$ cat src/rtl/four_bit_multiplier.sv
// rtl/four_bit_multiplier.sv - unsigned 4x4 array multiplier with registered product and valid tag
// Optional input register stage enabled by defining FOUR_BIT_MULT_INREG_EN.

module four_bit_mult_fa (
  input  logic x,
  input  logic y,
  input  logic z,
  output logic s,
  output logic co
);
  assign s  = x ^ y ^ z;
  assign co = (x & y) | ((x ^ y) & z);
endmodule

module four_bit_mult_row (
  input  logic [3:0] x,
  input  logic [3:0] y,
  output logic [3:0] s,
  output logic       co
);
  logic [4:0] cy;

  assign cy[0] = 1'b0;

  for (genvar k = 0; k < 4; k++) begin : g_bit
    four_bit_mult_fa u_fa (
      .x  (x[k]),
      .y  (y[k]),
      .z  (cy[k]),
      .s  (s[k]),
      .co (cy[k+1])
    );
  end

  assign co = cy[4];
endmodule

module four_bit_multiplier (
  input  logic       clk,
  input  logic       rst,
  input  logic [3:0] a,
  input  logic [3:0] b,
  input  logic       in_valid,
  output logic [7:0] c,
  output logic       out_valid
);
  logic [3:0] a_arr;
  logic [3:0] b_arr;
  logic       v_arr;

`ifdef FOUR_BIT_MULT_INREG_EN
  always_ff @(posedge clk) begin
    if (rst) begin
      a_arr <= 4'h0;
      b_arr <= 4'h0;
      v_arr <= 1'b0;
    end else begin
      a_arr <= a;
      b_arr <= b;
      v_arr <= in_valid;
    end
  end
`else
  assign a_arr = a;
  assign b_arr = b;
  assign v_arr = in_valid;
`endif

  // pp[i][j] = a[i] & b[j]
  logic [3:0] pp [4];
  for (genvar i = 0; i < 4; i++) begin : g_pp
    assign pp[i] = {4{a_arr[i]}} & b_arr;
  end

  logic [3:0] s0, s1, s2;
  logic       co0, co1, co2;

  four_bit_mult_row u_row0 (
    .x  ({1'b0, pp[0][3:1]}),
    .y  (pp[1]),
    .s  (s0),
    .co (co0)
  );

  four_bit_mult_row u_row1 (
    .x  ({co0, s0[3:1]}),
    .y  (pp[2]),
    .s  (s1),
    .co (co1)
  );

  four_bit_mult_row u_row2 (
    .x  ({co1, s1[3:1]}),
    .y  (pp[3]),
    .s  (s2),
    .co (co2)
  );

  logic [7:0] product;
  assign product = {co2, s2, s1[0], s0[0], pp[0][0]};

  always_ff @(posedge clk) begin
    if (rst) begin
      c         <= 8'h00;
      out_valid <= 1'b0;
    end else begin
      out_valid <= v_arr;
      if (v_arr) begin
        c <= product;
      end
    end
  end
endmodule

$ cat config.mk
export PLATFORM = sky130hd
export DESIGN_NAME = four_bit_multiplier
export DESIGN_NICKNAME = d
export VERILOG_FILES = /design/src/rtl/four_bit_multiplier.sv
export SDC_FILE = /design/constraint.sdc
export NUM_CORES = 1
export LEC_CHECK = 0
export ABC_CLOCK_PERIOD_IN_PS = 5500
export BUFFER_PORTS_ARGS = -buffer_cell sky130_fd_sc_hd__buf_4
export CAP_MARGIN = 20
export CORE_UTILIZATION = 30
export DETAILED_ROUTE_END_ITERATION = 7
export MAX_ROUTING_LAYER = met4
export PLACE_DENSITY = 0.59
export SYNTH_ARGS = -nofsm -noshare
export SYNTH_HDL_FRONTEND = slang
export SYNTH_SLANG_ARGS = --single-unit
$ cat constraint.sdc
create_clock -name clk -period 5.5 [get_ports clk]
set_clock_uncertainty 0.05 [all_clocks]
set_input_delay 0.825 -clock clk [delete_from_list [all_inputs] [get_ports clk]]
set_output_delay 0.825 -clock clk [all_outputs]
set_load 0.01 [all_outputs]
==> results.toml <==
[outcome]
outcome = "finished clean"

[cts]
cts_root_buf = "clkbuf_4"
path_clk_slew_ns = 0.06
cts_tree = "yes"
hold_buffers_post_cts = 0
clock-sinks = 9
worst_skew_pair.late_latency_ns = 0.27
cts.htree.levels = 1
post_cts.resized_instances = 0
postCtsSetupRepairBufs = 0
cts_buffers = 3
cts_buffer_depth = 2

[final_layout]
finalCoreUtilization_pct = 41.44
ff_latch_area_um2 = 180.2
finalNetCount = 109
drive_gt1_share_pct = 37.65
antenna_cells = 0
flow.area_growth_from_synthesis_pct = 24.18
multiInputGateArea_um2 = 441.7
nFillCells = 208

[critical_path]
timing.reg2reg.setup_slack_ns = 4.84
critPathKind = "input pin to register"
crit_fanout = 4
worst_ep_required_time_ns = 5.64
setup.worst_path.start_class = "input pin"
worst_setup_path_end_kind = "register"
cp_arrival_ns = 4.64

[floorplanning]
fp.dieH_um = 49.90
die_width_um = 49.90
io-pin-count = 20
fp.coreArea_mm2 = 0.002062
fp.dieArea_mm2 = 0.002490
initial_utilization_pct = 33.37
fp-row-count = 16

[synth]
postSynthAreaPerCell_um2 = 10.59
ys.warnings.count = 0
postSynthNetCount = 88
synth_cell_type_count = 17
syn-cell-area_um2 = 688.2
post_synth_inst_count = 65
yosysSeqAreaShare_pct = 26.18
ys_ff_latch = 9

[power_and_ir_drop]
total_switching_power_mw = 0.05759
internal-power_mw = 0.1288
power-per-cell-area_mw_per_mm2 = 218.1
power_frac_comb_pct = 31.7
switching_share_pct = 30.90
total_leakage_power_nw = 0.3886
worst_ir_drop_vdd_uv = 137.4
clkPwrFrac_pct = 28.3
seq_power_share_pct = 40.0

[global_route]
grt_first_pass_wirelength_um = 2152
grt_max_degree = 15
grt_remaining_overflow = 0
groute.usage.overall_pct = 12.34
antenna_violations_before_repair = 0
grt_pass1_vias = 486

[place]
port_buffers = 19
gp_congestion = 0.7938
dpl.hpwl_um = 982.6

[detailed_routing]
num_vias = 505
drt-wirelength-per-cell_um = 10.80
drt_iter0_drc = 7
viasPerCell = 4.509
detail_route.wirelength_um = 1210
antenna_violating_nets_post_route = 0
dr.pass1.iters = 4
route.detailed.drc = 0

[worst_hold_path]
hold_class = "register to register"

[timing]
hold_viol = 0
share_of_the_cycle_needed_by_the_critical_path_after_routing_pct = 81.80
timing.setup.tns_ns = 0
unrepaired_setup_endpoints_after_global_routing = "false"
max_slew_margin_pct = 85.28
tightestPinTransition_ns = 0.2209
finalWorstPathRequiredPeriod_ns = 4.499
slew_viol_final = 0
maxClockFrequency_mhz = 222.3
setup_viol = 0

[run]
cap_violations = 0
[registers in the layout (all words and copies together) (netlist names)]
register   count
out_valid      1
c              8
[synth_stat cells (all sizes together)]
library cell | number | area (um^2)
a21oi | 1 | 8.760
inv | 8 | 30.03
dfxtp | 9 | 180.2
a211oi | 4 | 50.05
fa | 8 | 160.2
buf | 2 | 31.28
clkbuf | 1 | 5.000
nand2b | 1 | 6.260
mux2i | 3 | 30.03
nor2 | 7 | 36.28
nor2b | 1 | 6.260
nand2 | 7 | 26.28
nand3 | 1 | 17.52
ha | 4 | 50.05
and2 | 8 | 50.05
[final timing paths]
kind / startpoint / end / cells after the start
setup reg to reg: c[4] / c[4] / 2
hold / removal: c[5] / c[5] / 2
hold reg to reg: c[5] / c[5] / 2
setup / recovery: a[0] / c[6] / 14
[cells in the final DEF, fill, tap and decap left out]
cell type / count
nand3_4: 1
dfxtp_1: 9
clkbuf_1: 1
nand2b_1: 1
ha_1: 4
nor2_2: 4
mux2i_1: 3
a21oi_2: 1
clkbuf_4: 3
nor2_1: 3
buf_4: 19
fa_1: 8
nor2b_1: 1
a211oi_2: 4
inv_1: 8
and2_1: 8
nand2_1: 7
[power by group through the flow]
stage / logic [mW] / clock network (mW) / registers [mW]
floorplan: 0.0367 / 0 / 0.0787
finish: 0.0592 / 0.0527 / 0.0746
global placement: 0.0594 / 0 / 0.0759
detailed placement: 0.0599 / 0 / 0.0761
CTS: 0.0605 / 0.0544 / 0.0747
global route: 0.0687 / 0.0583 / 0.0755
[cell type report]
cell class,instances,share of cell area (%)
clock buffer,4,3.075
timing repair buffer,19,16.69
multi-input combinational,45,51.68
inverter,8,3.514
tap,27,3.953
sequential,9,21.08
[routing by layer]
layer | routed length [um] | global-route usage (%) | up-vias
met5 | 0 | - | -
met4 | 15 | 4.286 | 0
met3 | 84 | 5.864 | 5
met2 | 591 | 18.92 | 16
met1 | 517 | 13.99 | 239
li1 | - | - | 245
[kinds of logic (layout without fill, tap and decap cells)]
kind of cell               Yosys count  after routing  synth area share (%)
AOI/OAI and AO/OA                    5              5                 8.546
adders and majority gates           12             12                 30.55
buffers and inverters               11             31                 9.636
DFF                                  9              9                 26.18
muxes                                3              3                 4.364
and+or+nand+nor                     25             25                 20.73
[through the flow]
stage / power, mW / std cells / setup slack (ns) / hold WS [ns] / area [um^2]
floorplan: 0.1154 / 65 / 0.9737 / 0.4484 / 688.2
global placement: 0.1353 / 108 / 0.7512 / 0.4230 / 828.3
detailed placement: 0.1360 / 108 / 0.7031 / 0.4229 / 828.3
CTS: 0.1897 / 112 / 0.9830 / 0.4336 / 854.6
global route: 0.2026 / 112 / 0.8573 / 0.4519 / 854.6
finish: 0.1864 / 112 / 1.001 / 0.4331 / 854.6
[worst max-delay path, stage by stage]
cell	delay, ns
buf_4	0.11
and2_1	0.12
ha_1	0.14
inv_1	0.05
fa_1	0.37
fa_1	0.49
inv_1	0.06
fa_1	0.45
fa_1	0.49
inv_1	0.05
fa_1	0.44
fa_1	0.39
fa_1	0.45
a211oi_2	0.21
(Power assumes the default switching activity.)
